### src/rtl/four_bit_serial_transmitter_if.sv
// four_bit_serial_transmitter_if: parallel-load handshake and serial frame output bundle
// d/load_valid/load_ready: word handshake; tx_bit/tx_valid/tx_first/tx_last: serial stream
interface four_bit_serial_transmitter_if;
  logic [3:0] d;
  logic load_valid;
  logic load_ready;
  logic tx_bit;
  logic tx_valid;
  logic tx_first;
  logic tx_last;
  modport master (output d, load_valid, input load_ready, tx_bit, tx_valid, tx_first, tx_last);
  modport slave (input d, load_valid, output load_ready, tx_bit, tx_valid, tx_first, tx_last);
endinterface

### src/rtl/four_bit_serial_transmitter.sv
// four_bit_serial_transmitter: 4-bit parallel-in, LSB-first serial-out framer
// Ports: clk, reset (async active-high), bus (slave modport: d, load_valid, load_ready,
// tx_bit, tx_valid, tx_first, tx_last). Define SERIAL_TX_PARITY_EN for a 5th even-parity bit.
module four_bit_serial_transmitter (
  input logic clk,
  input logic reset,
  four_bit_serial_transmitter_if.slave bus
);
  typedef enum logic {IDLE, SHIFT} state_t;
`ifdef SERIAL_TX_PARITY_EN
  localparam logic [2:0] LAST = 3'd4;
`else
  localparam logic [2:0] LAST = 3'd3;
`endif
  state_t state, state_n;
  logic [2:0] bit_cnt, bit_cnt_n;
  logic [3:0] sh, sh_n;
  logic tx_valid_q, tx_first_q, tx_last_q;
  logic tx_valid_n, tx_first_n, tx_last_n;
  logic last, accept, fill;
  assign last = state == SHIFT && bit_cnt == LAST;
  assign bus.load_ready = state == IDLE || last;
  assign accept = bus.load_valid && bus.load_ready;
  assign bus.tx_bit = sh[0];
  assign bus.tx_valid = tx_valid_q;
  assign bus.tx_first = tx_first_q;
  assign bus.tx_last = tx_last_q;
`ifdef SERIAL_TX_PARITY_EN
  // parity enters the top on the first shift and reaches sh[0] exactly at bit_cnt 4
  assign fill = bit_cnt == 3'd0 ? ^sh : 1'b0;
`else
  assign fill = 1'b0;
`endif
  always_comb begin
    state_n = accept ? SHIFT : last ? IDLE : state;
    bit_cnt_n = accept || last ? 3'd0 : state == SHIFT ? bit_cnt + 3'd1 : bit_cnt;
    sh_n = accept ? bus.d : last ? 4'd0 : state == SHIFT ? {fill, sh[3:1]} : sh;
    tx_valid_n = accept || (state == SHIFT && !last);
    tx_first_n = accept;
    tx_last_n = !accept && state == SHIFT && bit_cnt == LAST - 3'd1;
  end
  always_ff @(posedge clk or posedge reset) begin
    if (reset) begin
      state <= IDLE;
      bit_cnt <= 3'd0;
      sh <= 4'd0;
      tx_valid_q <= 1'b0;
      tx_first_q <= 1'b0;
      tx_last_q <= 1'b0;
    end else begin
      state <= state_n;
      bit_cnt <= bit_cnt_n;
      sh <= sh_n;
      tx_valid_q <= tx_valid_n;
      tx_first_q <= tx_first_n;
      tx_last_q <= tx_last_n;
    end
  end
endmodule

### src/flat_wrapper.sv
// flat-port wrapper written by rule: the top's interface ports become plain ports
module four_bit_serial_transmitter_flat 
  (clk, reset, bus_d, bus_load_valid, bus_load_ready, bus_tx_bit, bus_tx_valid, bus_tx_first, bus_tx_last);
  four_bit_serial_transmitter_if bus_i ();
  input logic clk;
  input logic reset;
  input wire logic [$bits(bus_i.d)-1:0] bus_d;
  input wire logic [$bits(bus_i.load_valid)-1:0] bus_load_valid;
  output wire logic [$bits(bus_i.load_ready)-1:0] bus_load_ready;
  output wire logic [$bits(bus_i.tx_bit)-1:0] bus_tx_bit;
  output wire logic [$bits(bus_i.tx_valid)-1:0] bus_tx_valid;
  output wire logic [$bits(bus_i.tx_first)-1:0] bus_tx_first;
  output wire logic [$bits(bus_i.tx_last)-1:0] bus_tx_last;
  assign bus_i.d = bus_d;
  assign bus_i.load_valid = bus_load_valid;
  assign bus_load_ready = bus_i.load_ready;
  assign bus_tx_bit = bus_i.tx_bit;
  assign bus_tx_valid = bus_i.tx_valid;
  assign bus_tx_first = bus_i.tx_first;
  assign bus_tx_last = bus_i.tx_last;
  four_bit_serial_transmitter u_core (.clk(clk), .reset(reset), .bus(bus_i));
endmodule
### config.mk
export PLATFORM = sky130hd
export DESIGN_NAME = four_bit_serial_transmitter_flat
export DESIGN_NICKNAME = d
export VERILOG_FILES = /design/src/rtl/four_bit_serial_transmitter_if.sv /design/src/rtl/four_bit_serial_transmitter.sv /design/src/flat_wrapper.sv
export SDC_FILE = /design/constraint.sdc
export NUM_CORES = 1
export LEC_CHECK = 0
export BUFFER_PORTS_ARGS = -buffer_cell sky130_fd_sc_hd__buf_2
export CORE_UTILIZATION = 40
export CTS_BUF_LIST = sky130_fd_sc_hd__clkbuf_8 sky130_fd_sc_hd__clkbuf_16
export DETAILED_ROUTE_END_ITERATION = 16
export GPL_ROUTABILITY_DRIVEN = 0
export SLEW_MARGIN = 20
export SYNTH_ARGS = -nofsm -noshare
export SYNTH_HDL_FRONTEND = slang
export SYNTH_SLANG_ARGS = --single-unit
### constraint.sdc
create_clock -name clk -period 3 [get_ports clk]
set_clock_uncertainty 0.15 [all_clocks]
set_input_delay 0.3 -clock clk [delete_from_list [all_inputs] [get_ports clk]]
set_output_delay 0.3 -clock clk [all_outputs]
set_load 0.03 [all_outputs]
==> results of run 1 <==
==> layout by cell type, fill, tap and decap left out, types with 3 or more instances in the layout <==
cell type  instances
mux2i_1            4
inv_1              7
ha_1               3
nand3_1            4
dfrtp_1           11
nand2b_1           4
buf_2             11
o221ai_2           3
clkbuf_8           3
==> worst paths after layout <==
kind / start / end / slack (ns) / cells after the start
setup / recovery: u_core.bit_cnt[0]$_DFFE_PP0P_ / bus_load_ready / 0.82 / 4
hold / removal: bus_d[3] / u_core.sh[3]$_DFFE_PP0P_ / 0.18 / 3
setup reg to reg: u_core.bit_cnt[0]$_DFFE_PP0P_ / u_core.bus.tx_first$_DFF_PP0_ / 1.27 / 4
hold reg to reg: u_core.bit_cnt[2]$_DFFE_PP0P_ / u_core.bus.tx_last$_DFF_PP0_ / 0.28 / 1
max in group asynchronous: reset / u_core.bit_cnt[1]$_DFFE_PP0P_ / 1.96 / 3
min in group asynchronous: reset / u_core.sh[1]$_DFFE_PP0P_ / 0.45 / 3
==> cells by family after synthesis <==
logic type	after synthesis
simple gates	12
flops	11
buf+inv	10
compound gates	8
mux	4
fa+ha+maj	3
==> cell usage after synthesis <==
library cell,count,area share [%]
a21o_1,1,1.3
o21ai_0,1,0.88
nand3_1,4,3.5
inv_1,6,3.9
a211oi_1,1,1.3
nand2b_1,4,4.4
buf_4,1,1.3
o22ai_1,1,1.1
dfrtp_1,11,48
ha_1,3,6.6
and2_1,1,1.1
mux2i_1,4,7.0
o221ai_2,3,7.9
o32ai_2,1,2.9
nand2_1,1,0.66
nor3b_1,1,1.3
nor2_1,1,0.66
buf_6,3,5.9
==> worst min-delay path, stage by stage <==
cell	delay [ns]
buf_2	0.09
nand3_1	0.06
o21ai_0	0.07
==> flip-flops by register name, summed over array words and instances (netlist names) <==
signal / flops
u_core.bus.tx_last: 1
u_core.state: 1
u_core.sh: 4
u_core.bit_cnt: 3
u_core.bus.tx_first: 1
u_core.bus.tx_valid: 1
==> stage by stage <==
step           total power, mW  instance area [um^2]  hold WS (ns)
6_report                 0.656                   658         0.175
5_1_grt                  0.708                   658         0.198
4_1_cts                  0.666                   658         0.171
3_5_place_dp             0.518                   603         0.163
3_3_place_gp             0.516                   603         0.161
2_1_floorplan            0.479                   571       0.00244
==> layout make-up <==
type,count,area share [%]
repair buffers,12,9.89
well taps,15,2.85
multi-input cells,27,35.2
inverters,6,3.42
clock buffers,3,6.27
clock inverters,1,0.570
flip-flops and latches,11,41.8
==> power groups by stage <==
stage | registers [mW] | clock network, mW | logic (mW)
floorplan | 0.272 | 0 | 0.207
global placement | 0.247 | 0 | 0.269
detailed placement | 0.248 | 0 | 0.269
CTS | 0.247 | 0.147 | 0.272
global route | 0.254 | 0.159 | 0.295
finish | 0.245 | 0.142 | 0.269
==> per-layer routing <==
| metal | share of wire [%] | up-vias | wire length, um |
|---|---|---|---|
| li1 | - | 187 | - |
| met1 | 50 | 171 | 458 |
| met2 | 43 | 12 | 394 |
| met3 | 6.7 | 2 | 62 |
| met4 | 0.43 | 0 | 4 |
| met5 | 0 | - | 0 |
==> repair_timing <==
action | CTS | global route
hold endpoints to repair | 11 | 0
hold buffers | 1 | 0
setup endpoints to repair | 0 | 0
==> results.cfg, run 1 <==
[pwr]
power.share.sequential_pct = 37.4
p_per_area_nw_per_um2 = 997
clock_power_share_pct = 21.6
p_sw_uw = 254
ir_drop_v = 0.000555
swShare_pct = 38.7
internal_power_uw = 402
p_leak_nw = 0.323
pwr-share-comb_pct = 41.0

[synthesis]
avgSynthCellArea_um2 = 11.9
synthAdderAreaFrac_pct = 6.58
synth_cells = 48
synth_compound_area_share_pct = 15.4
synth_seq_cells = 11
synth.area.mux_share_pct = 7.02
synth_nets = 58
synth_xor_area_share_pct = 0
synth-simple-area-share_pct = 11.6
ys_seq_area_share_pct = 48.2
netlist_area_um2 = 571
yosysWarnings = 0
synth_top_family_by_area = compound AO/OA/AOI/OAI gates
synth_cell_types = 18

[clocking]
clk_pin_slew_ns = 0.05
root_buffer = clkbuf_8
clkSinkCount = 11
cts_resized = 0
clk_latency_ns = 0.23
cts_tree = yes
numCtsBuffers = 3
htreeDepth = 1
cts_max_path_buffers = 2
post_cts_buffers = 0

[die]
initial_core_util_pct = 43.3
die_h_um = 39.8
core_um2 = 1320
die_w_um = 39.8
rows = 13
ios = 12
die_area_um2 = 1580

[setup_path]
cpLargestDelayFamily = adder cells
crit_arrival_ns = 1.73
crit_path_max_incr_delay_ns = 0.40
crit_type = flip-flop to primary output
path_max_fanout = 9
required_ns = 2.55
crit_top_cell = ha_1
path_cells = ha_1 -> ha_1 -> nand2b_1 -> buf_2
worst-path-buf-inv = 1
cp-start-kind = flip-flop
cp_slowest_cell = dfrtp_1
worstSetupEndpointType = primary output

[route]
drc = 0
drt_first_pass_iters = 2
ant_nets = 0
avgRoutedWirePerCell_um = 12.3
route.final.wire_length_um = 920
num_vias = 372
drt_iter0_markers = 6
routed_via_density = 4.96

[grt]
antenna_found_initial = 0
use_met3_pct = 7.39
busiest_layer = met1
grt.total_usage_pct = 15.5
grt-ovfl-total = 0
grt_pass1_wl_mm = 1.54
grt_max_degree = 16
grtUsageMet2_pct = 18.9
grt_pass1_vias = 341
use_met1_pct = 20.8

[sta]
rsz0062_at_grt = no
setup_violations = 0
fin_crit_ns = 2.18
setup_ws_ns = 0.824
slew_headroom_pct = 72.0
worstMarginPinSlew_ns = 0.420
hold_viol = 0
fmax_mhz = 460
final-max-slew-violation-count = 0
tns_ns = 0
min_period_over_period_pct = 72.5

[placement]
dp_cells = 70
dp_slack_ns = 1.07
io_buffer_count = 11
hpwlAfterDp_um = 650

[layout]
final_cells = 75
area_growth_syn_to_layout_pct = 15.4
seq_area_um2 = 275
final_nets = 71
nFillCells = 114
multi_input_area_um2 = 231
n_antenna_cell = 0
drive_gt1_share_pct = 30.0
fin_util_pct = 50.0

[hold_path]
hold_class = primary input to flip-flop

[outcome]
status = completed

[job]
maxCapViolCount = 0
Power figures use the tool's default switching activity.
==> inputs of run 2 (changes only) <==
==> constraint.sdc (replaced) <==
create_clock -name clk -period 1.8 [get_ports clk]
set_clock_uncertainty 0.15 [all_clocks]
set_input_delay 0.18 -clock clk [delete_from_list [all_inputs] [get_ports clk]]
set_output_delay 0.18 -clock clk [all_outputs]
set_load 0.03 [all_outputs]
==> run 2 against run 1 <==
Against the previous run:
- routed wire length increased by 4.7%
- core utilization is 2.5 points higher
- first-iteration DRC count grew to 2.5 times the previous value
- critical path depth unchanged
- sequential share of layout area is 2.0 points lower
- global-route usage up 0.55 points
- final area up 4.9%
- die area is the same
- count of clock-buffer cells in the layout stayed put
- via count is 3.8% higher
- combinational power increased by 100%
==> results.cfg, run 2 (synthesis gave the netlist of run 1 again) <==
[die]
die_h_um = 39.8
die_area_um2 = 1580
core_um2 = 1320
rows = 13
initial_core_util_pct = 43.3
die_w_um = 39.8
ios = 12

[clocking]
clk_latency_ns = 0.24
numCtsBuffers = 3
clkSinkCount = 11
htreeDepth = 1
post_cts_buffers = 0
cts_max_path_buffers = 2
root_buffer = clkbuf_8
clk_pin_slew_ns = 0.05
cts_tree = yes

[route]
routed_via_density = 4.95
drt_iter0_markers = 15
avgRoutedWirePerCell_um = 12.3
drt_first_pass_iters = 4
route.final.wire_length_um = 963
drc = 0
num_vias = 386
ant_nets = 0

[hold_path]
hold_class = primary input to flip-flop
worstHoldEndpoint = u_core.sh[3]$_DFFE_PP0P_
hold_path_startpoint = bus_d[3]
min_path_cells = 3

[layout]
final_common_cell = dfrtp_1
top_register = u_core.sh
area_growth_syn_to_layout_pct = 21.1
final_area_um2 = 691
n_antenna_cell = 0
reg.largest.list = u_core.sh: 4 flops, u_core.bit_cnt: 3 flops
largest_register_ffs = 4
fin_util_pct = 52.4
drive_gt1_share_pct = 34.9
final_nets = 74
layout_common_cells = dfrtp_1 (11), buf_2 (10), inv_1 (7)

[grt]
grt_pass1_vias = 331
antenna_found_initial = 0
grt.total_usage_pct = 16.1
grt_pass1_wl_mm = 1.53
grt-ovfl-total = 0
grt_max_degree = 16

[setup_path]
path_max_fanout = 7
path_cells = ha_1 -> ha_1 -> nand2b_4 -> buf_4
crit_top_cell = ha_1
cp-start-kind = flip-flop
crit_type = flip-flop to primary output
r2r_end = u_core.sh[2]$_DFFE_PP0P_
crit_path_max_incr_delay_ns = 0.40
cpLargestDelayFamily = flip-flops
crit_arrival_ns = 1.39
r2r_slack_ns = 0.30
reg2regPathDepth = 5
r2r_start = u_core.bit_cnt[0]$_DFFE_PP0P_
worstSetupEndpointType = primary output
required_ns = 1.47
cp_slowest_cell = dfrtp_1
worst-path-buf-inv = 1

[sta]
fin_crit_ns = 1.72
final-max-slew-violation-count = 0
fmax_mhz = 581
setup_ws_ns = 0.0781
worstMarginPinSlew_ns = 0.418
tns_ns = 0
slew_headroom_pct = 72.1
min_period_over_period_pct = 95.7
rsz0062_at_grt = no
setup_violations = 0
hold_viol = 0

[pwr]
p_per_area_nw_per_um2 = 1690
clock_power_share_pct = 20.6
p_sw_uw = 443
internal_power_uw = 726
power.total_mw = 1.17
p_leak_nw = 0.340
ir_drop_v = 0.000905
pwr-share-comb_pct = 46.0
power.share.sequential_pct = 33.5
swShare_pct = 37.9

[placement]
dp_slack_ns = 0.169
placed_cell_area_um2 = 626
hpwlAfterDp_um = 678
io_buffer_count = 11

[outcome]
status = completed

[job]
maxCapViolCount = 0
run 2: area by class of cell:
cell class,count,area [um^2]
fillers,121,627
repair buffers,15,90.1
inverters,6,22.5
clock inverters,1,3.75
clock buffers,3,41.3
flip-flops and latches,11,275
well taps,15,18.8
multi-input cells,27,239
run 2: worst max-delay path by stage:
stage,start,cells past startpoint,end,slack (ns)
floorplan,u_core.bit_cnt[0]$_DFFE_PP0P_,5,u_core.bus.tx_first$_DFF_PP0_,0.25
global placement,u_core.bit_cnt[0]$_DFFE_PP0P_,5,u_core.sh[2]$_DFFE_PP0P_,0.21
detailed placement,u_core.bit_cnt[0]$_DFFE_PP0P_,5,u_core.sh[2]$_DFFE_PP0P_,0.17
CTS,u_core.bit_cnt[0]$_DFFE_PP0P_,4,bus_load_ready,0.07
global route,u_core.bit_cnt[0]$_DFFE_PP0P_,4,bus_load_ready,0.01
finish,u_core.bit_cnt[0]$_DFFE_PP0P_,4,bus_load_ready,0.08
run 2: worst register-to-register path, cell delays in order, from the launching register on:
cell	delay [ns]
dfrtp_1	0.40
ha_1	0.21
ha_1	0.19
nand2b_4	0.18
buf_4	0.15
o221ai_2	0.14
run 2: layer usage:
metal  vias up  global-route usage, %  part of all wire [%]
met5         -                      0                     0
met3         0                   9.66                   8.2
met4         0                   5.17                     0
li1        197                      -                     -
met1       175                   21.1                    48
met2        14                   21.3                    44
run 2: what timing repair did:
action,4_1_cts,5_1_grt
gates resized for setup,3,0
hold endpoints to repair,11,0
hold buffers,1,0
endpoints found under the setup margin,1,0
run 2: metrics by stage:
| step | cells | hold slack (ns) |
|---|---|---|
| 2_1_floorplan | 48 | -0.118 |
| 3_3_place_gp | 73 | 0.0438 |
| 3_5_place_dp | 73 | 0.0505 |
| 4_1_cts | 78 | 0.0406 |
| 5_1_grt | 78 | 0.0504 |
| 6_report | 78 | 0.0449 |
run 2: power groups by stage:
| stage | logic, mW | clock network, mW | registers [mW] |
|---|---|---|---|
| 2_1_floorplan | 0.345 | 0 | 0.454 |
| 3_3_place_gp | 0.514 | 0 | 0.393 |
| 3_5_place_dp | 0.521 | 0 | 0.392 |
| 4_1_cts | 0.546 | 0.249 | 0.393 |
| 5_1_grt | 0.591 | 0.269 | 0.405 |
| 6_report | 0.537 | 0.240 | 0.391 |
